--- src/rtl/if_fetch_stage_pkg.sv ---
// Shared definitions for the miniRV instruction-fetch stage:
// NOP encoding, fetch state encoding and the default reset PC.
package if_fetch_stage_pkg;

   localparam logic [31:0] NOP_INST         = 32'h0000_0013;
   localparam logic [31:0] DEFAULT_RESET_PC = 32'h0000_0000;

   typedef enum logic [1:0] {
      ST_EMPTY = 2'd0,
      ST_RUN   = 2'd1,
      ST_HOLD  = 2'd2
   } fetch_state_t;

endpackage

--- src/rtl/if_inst_hold.sv ---
// Holds the last live ROM word across a stall.
// Selects live, held or NOP output from the fetch state.
module if_inst_hold
   import if_fetch_stage_pkg::*;
(
   input  logic        i_clk,
   input  logic        i_rst_n,
   input  logic [31:0] i_irom_inst,
   input  logic        i_capture,
   input  logic [1:0]  i_state,
   output logic [31:0] o_inst,
   output logic        o_valid
);

   logic [31:0] r_hold_inst;

   always_ff @(posedge i_clk or negedge i_rst_n) begin
      if (!i_rst_n) begin
         r_hold_inst <= 32'h0;
      end else if (i_capture) begin
         r_hold_inst <= i_irom_inst;
      end
   end

   always_comb begin
      o_inst  = NOP_INST;
      o_valid = 1'b0;
      unique case (i_state)
         ST_RUN: begin
            o_inst  = i_irom_inst;
            o_valid = 1'b1;
         end
         ST_HOLD: begin
            o_inst  = r_hold_inst;
            o_valid = 1'b1;
         end
         default: begin
            o_inst  = NOP_INST;
            o_valid = 1'b0;
         end
      endcase
   end

endmodule

--- src/rtl/if_fetch_stage.sv ---
// miniRV fetch stage: PC generation, 1-cycle sync IROM interface,
// stall hold and EX redirect.
module if_fetch_stage
   import if_fetch_stage_pkg::*;
#(
   parameter logic [31:0] RESET_PC = DEFAULT_RESET_PC,
   parameter int          ADDR_W   = 14
) (
   input  logic              cpu_clk,
   input  logic              cpu_rst_n,
   input  logic              stall,
   input  logic              redirect,
   input  logic [31:0]       redirect_pc,
   output logic [ADDR_W-1:0] irom_addr,
   input  logic [31:0]       irom_inst,
   output logic [31:0]       pc_IF_out,
   output logic [31:0]       pc4_IF_out,
   output logic [31:0]       inst_IF_out,
   output logic              inst_valid_IF_out
);

   logic [31:0]  r_pc_q;
   logic [31:0]  r_resp_pc;
   fetch_state_t r_state;

   logic [31:0]  w_pc_d;
   logic [31:0]  w_resp_d;
   fetch_state_t w_state_d;
   logic         w_capture;
   logic [31:0]  w_redir_pc;

   assign w_redir_pc = redirect_pc & ~32'd3;

   always_ff @(posedge cpu_clk or negedge cpu_rst_n) begin
      if (!cpu_rst_n) begin
         r_pc_q    <= RESET_PC;
         r_resp_pc <= 32'h0;
         r_state   <= ST_EMPTY;
      end else begin
         r_pc_q    <= w_pc_d;
         r_resp_pc <= w_resp_d;
         r_state   <= w_state_d;
      end
   end

   // redirect outranks stall; the three arms are mutually exclusive
   always_comb begin
      w_pc_d    = r_pc_q;
      w_resp_d  = r_resp_pc;
      w_state_d = r_state;
      w_capture = 1'b0;
      unique case (1'b1)
         redirect: begin
            w_pc_d    = w_redir_pc;
            w_state_d = ST_EMPTY;
         end
         (!redirect && stall): begin
            if (r_state == ST_RUN) begin
               w_state_d = ST_HOLD;
               w_capture = 1'b1;
            end
         end
         default: begin
            w_resp_d  = r_pc_q;
            w_pc_d    = r_pc_q + 32'd4;
            w_state_d = ST_RUN;
         end
      endcase
   end

   assign irom_addr  = r_pc_q[ADDR_W+1:2];
   assign pc_IF_out  = r_resp_pc;
   assign pc4_IF_out = r_resp_pc + 32'd4;

   if_inst_hold u_hold (
      .i_clk       (cpu_clk),
      .i_rst_n     (cpu_rst_n),
      .i_irom_inst (irom_inst),
      .i_capture   (w_capture),
      .i_state     (r_state),
      .o_inst      (inst_IF_out),
      .o_valid     (inst_valid_IF_out)
   );

endmodule
--- config.mk ---
export PLATFORM = sky130hd
export DESIGN_NAME = if_fetch_stage
export DESIGN_NICKNAME = d
export VERILOG_FILES = /design/src/rtl/if_fetch_stage_pkg.sv /design/src/rtl/if_inst_hold.sv /design/src/rtl/if_fetch_stage.sv
export SDC_FILE = /design/constraint.sdc
export NUM_CORES = 1
export LEC_CHECK = 0
export ABC_AREA = 0
export BUFFER_PORTS_ARGS = -buffer_cell sky130_fd_sc_hd__clkbuf_2
export CORE_MARGIN = 2
export CORE_UTILIZATION = 51
export DETAILED_ROUTE_END_ITERATION = 10
export HOLD_SLACK_MARGIN = 0.1
export PLACE_DENSITY_LB_ADDON = 0.25
export SLEW_MARGIN = 20
export SYNTH_ARGS = -nofsm -noshare
export SYNTH_HDL_FRONTEND = slang
export SYNTH_HIERARCHICAL = 1
export SYNTH_SLANG_ARGS = --single-unit
--- constraint.sdc ---
create_clock -name cpu_clk -period 2.8 [get_ports cpu_clk]
set_clock_uncertainty 0.05 [all_clocks]
set_input_delay 0.56 -clock cpu_clk [delete_from_list [all_inputs] [get_ports cpu_clk]]
set_output_delay 0.56 -clock cpu_clk [all_outputs]
set_load 0.01 [all_outputs]
* Word-level counts from Yosys, hierarchy flattened
Cells that the tools add are included.
** Operators by class
- Add/sub/neg operators :: 2
- Equality and inequality tests :: 3
- Mux-type cells :: 7
- Reduce and logical (&&, ||, !) cells :: 4
** Operator list (number)
- 32-bit case mux with 2 select lines :: 2
- 32-bit by 3-bit adder with 32-bit output (second input constant) :: 2
- 2-bit case mux with 2 select lines :: 1
- 2-bit OR reduction :: 2
- 1-bit 2-to-1 mux :: 3
- 2-bit by 1-bit == test with 1-bit output (second input constant) :: 1
- 2-bit == test (second input constant) :: 1
- 2-bit 2-to-1 mux :: 1
- 2-bit by 1-bit inequality test with 1-bit output (second input constant) :: 1
- 1-bit logical AND :: 1
- 1-bit logical NOT :: 1
** Word-level totals
- Bits in registers :: 98
- Bits of input ports :: 68
- Output and inout bits :: 111

* Logic depth before layout (Yosys ltp)
Gate-level depths: netlist (run 1).
- Depth after elaboration :: 3
- Mapped depth :: 6
- Gate-level depth less buffers :: 5

* By module
The synthesis (run 1) kept the hierarchy.
** By module, submodules not included
- if_fetch_stage :: instances 1, cells an instance 374, area an instance 3653.5 µm², sequential area each 1551.5 µm²
- if_inst_hold :: instances 1, cells an instance 144, area an instance 1786.7 µm², sequential area each 800.8 µm²

* Least setup slack after synthesis (run 1)
OpenSTA, ideal clock, no wires.
- Kind :: register -> register
- Start point :: reg r_pc_q[2]
- End point :: reg r_pc_q[28]
- Arrival :: 2.076 ns
- Data required time :: 2.668 ns
- Path slack :: 0.592 ns
- Cell stages (with the launch flop) :: 7
- Clock period less this slack :: 2.208 ns
- Cells stage by stage :: dfrtp_1 -> ha_1 -> nand4b_4 -> or4_1 -> buf_2 -> or4_1 -> a31oi_1
** Between the ends
- Word-level cells in the longest chain between the ends :: 2
** Ends and longest elaborated chain
- from (decl) :: RTL line if_fetch_stage.sv:22 : logic [31:0] r_pc_q;
- from (signal assigned) :: RTL line if_fetch_stage.sv:40 : r_pc_q <= w_pc_d;
- 32-bit by 3-bit adder with 32-bit output :: RTL line if_fetch_stage.sv:65 : w_pc_d = r_pc_q + 32'd4;
- 32-bit case mux with 2 select lines :: RTL line if_fetch_stage.sv:52 : unique case (1'b1)
No other way between the ends.
A chain may end at the register's enable or synchronous reset.

* Final worst setup path (run 1)
- Start point :: reg r_resp_pc[4], in the netlist pc_IF_out[4]
- End point :: out pc4_IF_out[29]
** Between the ends
- Word-level cells in the longest chain between the ends :: 1
** Ends and longest elaborated chain
- from (decl) :: RTL line if_fetch_stage.sv:23 : logic [31:0] r_resp_pc;
- from (signal assigned) :: RTL line if_fetch_stage.sv:41 : r_resp_pc <= w_resp_d;
- 32-bit by 3-bit adder with 32-bit output :: RTL line if_fetch_stage.sv:73 : assign pc4_IF_out = r_resp_pc + 32'd4;
- to (decl) :: RTL line if_fetch_stage.sv:17 : output logic [31:0] pc4_IF_out,
No other way between the ends.

==> results.ini, run 1 <==
[cells_and_area]
regArea_um2 = 2350
final_cell_mix = clkbuf_2 (171), dfrtp_1 (93), nor2_1 (49)
fill_cells = 859
nets = 745
antenna_cells = 0
multi_input_area_um2 = 2750
fin_cells = 813
final_common_cell = clkbuf_2
area_growth_pct = 20.3
drive_gt1_share_pct = 40.2
fin_util_pct = 63.4

[global_routing]
grt_overflow = 0
track_usage_pct = 24.0
grt_pass1_vias = 4306
antenna_found_initial = 0
grt_pass1_wl_um = 21900
grt_max_degree = 49

[floorplanning]
die_height_um = 107
pin_count = 179
start_util_pct = 52.7
dieArea_um2 = 11500
die-width_um = 107
num_rows = 37
core_area_um2 = 10300

[pwr]
finalPower_mw = 3.83
p_per_area_nw_per_um2 = 586
seqPwrFrac_pct = 48.2
switching_share_pct = 31.6
pwr-share-clk_pct = 26.5
internal-power_mw = 2.62
switchingPower_mw = 1.21
total_leakage_power_nw = 3.01
combPwrFrac_pct = 25.3
peakVddDrop_mv = 0.346

[clock_network]
worstSkewPairLatency_ns = 0.36
cts-buffers-inserted = 9
clock-root-buffer = clkbuf_8
htree_num_levels = 3
clockBufferDepth = 2
cts.reportedPaths.clkPinSlew_ns = 0.10
holdBufCountCts = 0
cts_tree = yes
cts.sinks = 94

[logic_synthesis]
syn_avg_cell_area_um2 = 10.5
synthFlopType = dfrtp_1
synth_area_leaders = dfrtp_1 (43%), mux2_4 (8.3%), mux2_2 (6.0%)
synth_edf_count = 0
yosysTopAreaCellShare_pct = 43.2
async_flop_share_pct = 100
synth-seq-cells = 94
ys_seq_area_share_pct = 43.2
synth.largest_area_cell = dfrtp_1
synthDistinctLibCells = 45
netlist_area_um2 = 5440
syn-instance-count = 518
yosys_warnings = 6

[setup_path]
critPathLaunch = pc_IF_out[4]
critPathKind = reg2out
start_kind = flip-flop
critPathRequiredTime_ns = 2.19
timing.rr.start = r_pc_q[2]
cp_cell_sequence = and4_1, nand4_1, buf_4, nor4_2, xor2_1, clkbuf_2
cp_num_buf_inv = 2
crit_fanout = 7
crit_arrival_ns = 2.04
crit_family = simple AND/OR/NAND/NOR gates
endpoint_kind = primary output
critPathSlowestCell = dfrtp_1
max_stage_delay_ns = 0.46

[timing]
slew_viol_final = 0
slew_headroom_pct = 50.0
post-route-min-period_ns = 2.65
hold_viol_final = 0
tns_ns = 0
tightest_slew_ns = 0.746
rsz0062_at_grt = no
finalSetupViolations = 0
fin_crit_sh_pct = 94.6
clock.fmax_mhz = 378

[placement]
post-dp-hpwl_um = 10200
gp_congestion = 0.886
dp_cells = 795
io_buffers = 172

[route]
viasPerCell = 5.67
num_vias = 4611
drc = 0
wl_per_cell_um = 17.3
wirelength_um = 14000
ant_nets = 0
drt_iter0_markers = 336
drt-pass1-iter-count = 5

[hold_path]
hold_class = in2async

[job]
cap_violations = 0

[outcome]
status = finished clean

## worst reg2reg max path, stage by stage, from the launching register on
cell	delay [ns]
dfrtp_1	0.51
ha_1	0.28
nand4b_4	0.17
or4_1	0.71
or4_1	0.53
a31oi_1	0.17
## cell type report
class                           instances  share of cell area (%)
Sequential cell                        94                    36.0
Inverter                               10                   0.573
Clock buffer                           10                    2.10
Clock inverter                          5                    1.28
Multi-Input combinational cell        369                    42.0
Timing Repair Buffer                  189                    15.5
Tap cell                              136                    2.60
## worst paths after layout
path,endpoint,slack (ns),cells past startpoint
setup / recovery,pc4_IF_out[29],0.15,6
hold / removal,pc_IF_out[24],0.16,1
setup reg to reg,r_pc_q[28],0.30,5
hold reg to reg,u_hold/r_hold_inst[29],0.47,1
max in group asynchronous,pc_IF_out[8],1.85,2
min in group cpu_clk,r_pc_q[8],0.35,3
## cell families (layout without fill, tap and decap cells)
| group | count (synthesis) | in the layout | synth area share [%] |
|---|---|---|---|
| and+or+nand+nor | 179 | 179 | 17.5 |
| DFF | 94 | 94 | 43.2 |
| AOI/OAI and AO/OA | 80 | 80 | 10.1 |
| muxes | 60 | 60 | 14.5 |
| buffers and inverters | 58 | 214 | 6.95 |
| xor gates and xnor gates | 42 | 42 | 6.76 |
| adders and majority gates | 4 | 4 | 0.920 |
| other | 1 | 4 | 0.0689 |
## per-stage QoR
| step | hold slack, ns | area [µm²] | setup slack [ns] |
|---|---|---|---|
| CTS | 0.177 | 6520 | 0.0207 |
| finish | 0.160 | 6550 | 0.151 |
| detailed placement | 0.444 | 6290 | 0.327 |
| global placement | 0.440 | 6290 | 0.378 |
| global route | 0.196 | 6550 | 0.0182 |
| floorplan | 0.214 | 5450 | 0.592 |
## Yosys cell counts (10+ instances only)
| cell | n |
|---|---|
| a22oi_1 | 29 |
| a31oi_1 | 13 |
| and4_1 | 10 |
| buf_2 | 11 |
| buf_4 | 18 |
| clkbuf_1 | 12 |
| dfrtp_1 | 94 |
| mux2_2 | 29 |
| mux2_4 | 30 |
| nand2_1 | 39 |
| nand3_1 | 19 |
| nand4_1 | 14 |
| nor2_1 | 50 |
| o21ai_0 | 17 |
| o31ai_1 | 12 |
| or4_1 | 15 |
| xnor2_1 | 23 |
| xor2_1 | 19 |
## per-layer routing
metal	wire, µm	share of wire, %	global-route usage, %	up-vias
met5	0	0	0	-
li1	-	-	-	2170
met2	6970	50	40.3	179
met3	840	6.0	3.81	17
met4	208	1.5	7.61	0
met1	6010	43	32.0	2245
## registers in the layout (all words and copies together), names as in the netlist
| name | count |
|---|---|
| pc_IF_out | 30 |
| r_pc_q | 30 |
| r_state | 2 |
| u_hold/r_hold_inst | 32 |
## power by group through the flow
stage	clock network (mW)	logic [mW]	registers, mW
2_1_floorplan	0	0.599	1.84
3_3_place_gp	0	0.949	1.85
3_5_place_dp	0	0.969	1.87
4_1_cts	1.03	0.977	1.84
5_1_grt	1.09	1.05	1.88
6_report	1.01	0.970	1.85
## repair_timing
item / in CTS / in global routing
setup endpoints to repair: 1 / 23
resized for setup: 0 / 3
pin swaps: 1 / 2
setup buffers: 1 / 2
Power figures use the tool's default switching activity.
==> run 2, diff against run 1 <==
PLACE_DENSITY = 0.82   (was unset)
PLACE_DENSITY_LB_ADDON = unset   (was 0.25)
==> run 2 against run 1 <==
  * Sequential share of layout area rose by 0.10 points
  * Non-clock buffer count down 1
  * Register-to-register slack about the same
  * Utilization is 0.18 points lower
  * Critical path type unchanged
==> results.ini, run 2 (synthesized netlist as in run 1, its figures left out) <==
[clock_network]
clockBufferDepth = 2  ; unchanged
worstSkewPairLatency_ns = 0.36  ; about the same
cts-buffers-inserted = 9  ; unchanged
htree_num_levels = 3  ; unchanged
holdBufCountCts = 0  ; unchanged
cts.reportedPaths.clkPinSlew_ns = 0.09  ; about the same
cts.sinks = 94  ; unchanged
cts_tree = yes
clock-root-buffer = clkbuf_8

[cells_and_area]
final_cell_area_um2 = 6530  ; -0.29%
fin_util_pct = 63.2  ; -0.18 points
regMostFlops = u_hold/r_hold_inst
antenna_cells = 0  ; unchanged
final_common_cell = clkbuf_2
fin_cells = 813  ; unchanged
drive_gt1_share_pct = 40.0  ; -0.15 points
nets = 744  ; -0.13%
final_cell_mix = clkbuf_2 (171), dfrtp_1 (93), nor2_1 (49)
area_growth_pct = 20.0
largest_reg_flops = 32  ; unchanged

[timing]
slew_headroom_pct = 49.9  ; about the same
post-route-min-period_ns = 2.70  ; +0.0482 ns
hold_viol_final = 0  ; unchanged
rsz0062_at_grt = no
tns_ns = 0  ; unchanged
clock.fmax_mhz = 371  ; -1.8%
slew_viol_final = 0  ; unchanged
fin_crit_sh_pct = 96.3  ; +1.7 points
tightest_slew_ns = 0.746  ; +0.000292 ns
finalSetupViolations = 0  ; unchanged

[global_routing]
grt_pass1_vias = 4551  ; +5.7%
track_usage_pct = 24.5  ; +0.41 points
grt_max_degree = 54  ; +10%
grt_pass1_wl_um = 22300  ; +2.0%
antenna_found_initial = 0  ; unchanged
grt_overflow = 0  ; unchanged

[hold_path]
hold_class = in2async

[setup_path]
timing.reg2reg.worst_path_depth = 5  ; unchanged
critPathKind = reg2out
critPathLaunch = pc_IF_out[4]
start_kind = flip-flop
crit_fanout = 7  ; unchanged
r2r_end = r_pc_q[28]
endpoint_kind = primary output
timing.rr.start = r_pc_q[2]
critPathRequiredTime_ns = 2.19  ; about the same
rrSetupSlack_ns = 0.30  ; about the same
crit_arrival_ns = 2.09  ; +0.05 ns

[job]
cap_violations = 0  ; unchanged

[route]
drt_iter0_markers = 344  ; +2.4%
wirelength_um = 14100  ; +0.25%
wl_per_cell_um = 17.3  ; +0.25%
viasPerCell = 5.82  ; +2.6%
drt-pass1-iter-count = 5  ; unchanged
ant_nets = 0  ; unchanged
num_vias = 4732  ; +2.6%
drc = 0  ; unchanged

[floorplanning]
dieArea_um2 = 11500  ; unchanged
start_util_pct = 52.7  ; unchanged
die_height_um = 107  ; unchanged
pin_count = 179  ; unchanged
core_area_um2 = 10300  ; unchanged
die-width_um = 107  ; unchanged
num_rows = 37  ; unchanged

[placement]
io_buffers = 172  ; unchanged
post-dp-hpwl_um = 10300  ; +0.71%
placed_area_um2 = 6280  ; -0.12%
gp_congestion = 0.893  ; +0.84%
dp_cells = 794  ; -0.13%

[pwr]
total_leakage_power_nw = 3.01  ; +0.11%
p_per_area_nw_per_um2 = 580  ; -0.99%
peakVddDrop_mv = 0.319  ; -7.9%

[outcome]
status = finished clean

run 2: critical path, stage by stage, from the launching register on:
cell	delay, ns
dfrtp_1	0.49
and4_1	0.30
nand4_1	0.10
buf_4	0.17
nor4_1	0.32
xor2_1	0.19
clkbuf_2	0.15
run 2: repair_timing:
item | CTS | global route
setup endpoints to repair | 8 | 3
gates resized for setup | 0 | 2
buffers inserted | 3 | 0
pin swaps | 3 | 0
run 2: power breakdown:
| group | switching [mW] | internal, mW |
|---|---|---|
| Clock | 0.463 | 0.489 |
| Sequential | 0.253 | 1.59 |
| Combinational | 0.479 | 0.510 |
run 2: metrics by stage:
step | setup WS [ns] | power, mW | hold slack [ns]
6_report | 0.103 | 3.78 | 0.127
5_1_grt | 0.00161 | 3.98 | 0.168
4_1_cts | 0.0619 | 3.80 | 0.139
3_5_place_dp | 0.271 | 2.85 | 0.444
3_3_place_gp | 0.357 | 2.80 | 0.441
2_1_floorplan | 0.592 | 2.43 | 0.214
run 2: layer usage:
layer / vias to the layer above / GRT usage, % / part of all wire [%]
met2: 224 / 39.6 / 49
met5: - / 0 / 0
li1: 2171 / - / -
met3: 36 / 3.57 / 6.6
met1: 2301 / 32.1 / 41
met4: 0 / 12.2 / 3.5
run 2: layout make-up:
type / instances / area, µm²
Clock buffer: 12 / 165
Clock inverter: 4 / 52.6
Fill cell: 820 / 3800
Inverter: 10 / 37.5
Multi-Input combinational cell: 369 / 2740
Sequential cell: 94 / 2350
Tap cell: 136 / 170
Timing Repair Buffer: 188 / 1010
run 2: how the worst max path moves through the flow:
stage               slack [ns]             end  cells past startpoint
finish                    0.10  pc4_IF_out[29]                      6
CTS                       0.06  pc4_IF_out[29]                      6
floorplan                 0.59      r_pc_q[28]                      6
detailed placement        0.27  pc4_IF_out[30]                      5
global placement          0.36  pc4_IF_out[29]                      5
global route             0.002  pc4_IF_out[29]                      6
==> run 3, diff against run 2 <==
PLACE_DENSITY = 0.83   (was 0.82)
SYNTH_HIERARCHICAL = unset   (was 1)
==> run 3 against run 2 <==
  * Via count shrank 1.1%
  * Utilization is 0.74 points higher
  * Critical path depth unchanged
  * Critical path type unchanged
  * Fmax increased by 0.35%
  * Register-to-register slack better by 0.17 ns
  * Final area is 3.8% lower
  * Sequential share of layout area up 1.4 points
  * Setup slack better by 0.0094 ns
==> results.ini, run 3 <==
[outcome]
status = finished clean

[floorplanning]
die-width_um = 105  ; -2.2%
die_height_um = 105  ; -2.2%
start_util_pct = 52.9  ; +0.22 points
core_area_um2 = 9820  ; -4.9%
pin_count = 179  ; unchanged
dieArea_um2 = 11000  ; -4.3%
num_rows = 36  ; -2.7%

[logic_synthesis]
netlist_area_um2 = 5200  ; -4.5%
synthTopCellsByCount = dfrtp_1 (94), mux2_2 (60), nor2_1 (45)
syn_avg_cell_area_um2 = 10.1  ; -4.1%
ys_seq_area_share_pct = 45.3  ; +2.0 points
syn-instance-count = 516  ; -0.39%
yosys_warnings = 0  ; -6
synth_area_leaders = dfrtp_1 (45%), mux2_2 (13%), xnor2_1 (4.7%)
yosys.cell_count.top_type = dfrtp_1
synth_edf_count = 0  ; unchanged
async_flop_share_pct = 100  ; unchanged
synth-seq-cells = 94  ; unchanged
synthFlopType = dfrtp_1
synth.largest_area_cell = dfrtp_1
synthDistinctLibCells = 39  ; -13%
yosysTopAreaCellShare_pct = 45.3  ; +2.0 points

[timing]
finalSetupViolations = 0  ; unchanged
fin_crit_sh_pct = 96.0  ; -0.33 points
tightest_slew_ns = 0.652  ; -0.0942 ns
post-route-min-period_ns = 2.69  ; -0.00937 ns
slew_headroom_pct = 56.5  ; +6.6 points
slew_viol_final = 0  ; unchanged
clock.fmax_mhz = 372  ; +0.35%
hold_viol_final = 0  ; unchanged

[cells_and_area]
antenna_cells = 0  ; unchanged
final_cell_mix = clkbuf_2 (171), dfrtp_1 (94), mux2_2 (60)
fin_cells = 802  ; -1.4%
drive_gt1_share_pct = 40.2  ; +0.18 points
final_common_cell = clkbuf_2
area_growth_pct = 20.9
largest_reg_flops = 32  ; unchanged
regMostFlops = u_hold.r_hold_inst
fin_util_pct = 64.0  ; +0.74 points
nets = 739  ; -0.67%

[global_routing]
grt_pass1_wl_um = 21300  ; -4.3%
top_usage_layer = met2
grt_pass1_vias = 4492  ; -1.3%
grt_max_degree = 53  ; -1.9%
grt_use_met2_pct = 38.7  ; -0.92 points
track_usage_pct = 23.8  ; -0.70 points
grt_overflow = 0  ; unchanged
use_met1_pct = 30.0  ; -2.1 points
antenna_found_initial = 1  ; +1
met3_usage_pct = 6.11  ; +2.5 points

[route]
ant_nets = 0  ; unchanged
num_vias = 4681  ; -1.1%
viasPerCell = 5.84  ; +0.28%
drt_iter0_markers = 268  ; -22%
drt-pass1-iter-count = 5  ; unchanged
drc = 0  ; unchanged
wl_per_cell_um = 16.2  ; -6.2%
wirelength_um = 13000  ; -7.5%

[pwr]
total_leakage_power_nw = 2.86  ; -5.2%
peakVddDrop_mv = 0.265  ; -17%
p_per_area_nw_per_um2 = 562  ; -3.1%

[setup_path]
crit_fanout = 13  ; +6
crit_arrival_ns = 2.08  ; about the same
start_kind = flip-flop
critPathKind = reg2out
critPathRequiredTime_ns = 2.19  ; about the same
endpoint_kind = primary output

[clock_network]
holdBufCountCts = 0  ; unchanged
worstSkewPairLatency_ns = 0.36  ; about the same
cts.sinks = 94  ; unchanged
cts-buffers-inserted = 9  ; unchanged
clock-root-buffer = clkbuf_8
clockBufferDepth = 2  ; unchanged
cts_tree = yes
htree_num_levels = 3  ; unchanged
cts.reportedPaths.clkPinSlew_ns = 0.09  ; about the same

[hold_path]
hold_class = in2async

[placement]
io_buffers = 172  ; unchanged
gp_congestion = 0.881  ; -1.4%
dp_cells = 787  ; -0.88%
post-dp-hpwl_um = 9640  ; -6.6%

[job]
cap_violations = 0  ; unchanged

## run 3: cell types whose count changed after synthesis, moves of 4 or more
cell,change
xnor2_1,+5
or4_1,+6
clkbuf_1,+12
o211ai_1,+8
mux2_2,+31
and2_1,-6
nand3_1,+15
nor3_1,-5
xor2_1,-8
nor2_1,-5
mux2_4,-30
buf_2,-7
nand4_1,-4
and4_1,-5
## run 3: final timing paths
check                                  startpoint                     end  slack (ns)  cells after the start
setup / recovery                     pc_IF_out[8]          pc4_IF_out[21]        0.11                      6
hold / removal                          cpu_rst_n           pc_IF_out[29]        0.13                      1
setup reg to reg                        r_pc_q[4]              r_pc_q[21]        0.47                      4
hold reg to reg            u_hold.r_hold_inst[27]  u_hold.r_hold_inst[27]        0.46                      1
max in group asynchronous               cpu_rst_n              r_pc_q[13]        1.91                      2
min in group cpu_clk              redirect_pc[18]              r_pc_q[18]        0.36                      3
## run 3: cells by family (layout without fill, tap and decap cells)
| group | count (synthesis) | in the layout | synth area share [%] |
|---|---|---|---|
| XOR/XNOR | 39 | 39 | 6.57 |
| multiplexers | 61 | 61 | 13.2 |
| other | 1 | 4 | 0.0722 |
| buffers and inverters | 59 | 209 | 5.66 |
| adder cells (fa/ha/maj) | 4 | 4 | 0.963 |
| flip-flops | 94 | 94 | 45.3 |
| AO/OA/AOI/OAI | 76 | 76 | 10.2 |
| AND/OR/NAND/NOR | 182 | 182 | 18.1 |
## run 3: per-stage QoR
| step | cell area, µm² | setup TNS, ns | worst slack [ns] | total power [mW] | hold WS (ns) |
|---|---|---|---|---|---|
| floorplan | 5210 | 0 | 0.366 | 2.39 | 0.214 |
| global placement | 6080 | 0 | 0.315 | 2.73 | 0.438 |
| detailed placement | 6080 | 0 | 0.270 | 2.79 | 0.443 |
| global route | 6280 | -0.0819 | -0.0722 | 3.73 | 0.151 |
| finish | 6280 | 0 | 0.113 | 3.53 | 0.128 |
| CTS | 6240 | 0 | 0.0114 | 3.54 | 0.142 |
## run 3: where the power goes
group,internal [mW],switching (mW),leakage [nW]
Combinational,0.459,0.458,1.66
Clock,0.308,0.446,0.0808
Sequential,1.60,0.263,1.12
Total,2.36,1.17,2.86
## run 3: layout make-up
cell class	instances	area, µm²
fill	801	3540
clock inverter	4	27.5
multi-input combinational	366	2600
tap	133	166
sequential	94	2350
clock buffer	9	124
timing repair buffer	185	973
inverter	11	41.3
## run 3: routing by layer
metal	vias up	routed length, µm
li1	2160	-
met1	2257	5340
met2	233	6160
met3	31	1160
met4	0	357
met5	-	0
## run 3: critical path, cell delays in order (launching register included)
cell      delay, ns
dfrtp_1        0.46
nand4_1        0.19
nor4_1         0.34
buf_4          0.24
nand4_1        0.12
xnor2_1        0.20
clkbuf_2       0.16
## run 3: repair_timing
item | in CTS | in global routing
pin swaps | 0 | 1
endpoints found under the setup margin | 1 | 9
buffers inserted | 0 | 2
resized for setup | 1 | 5
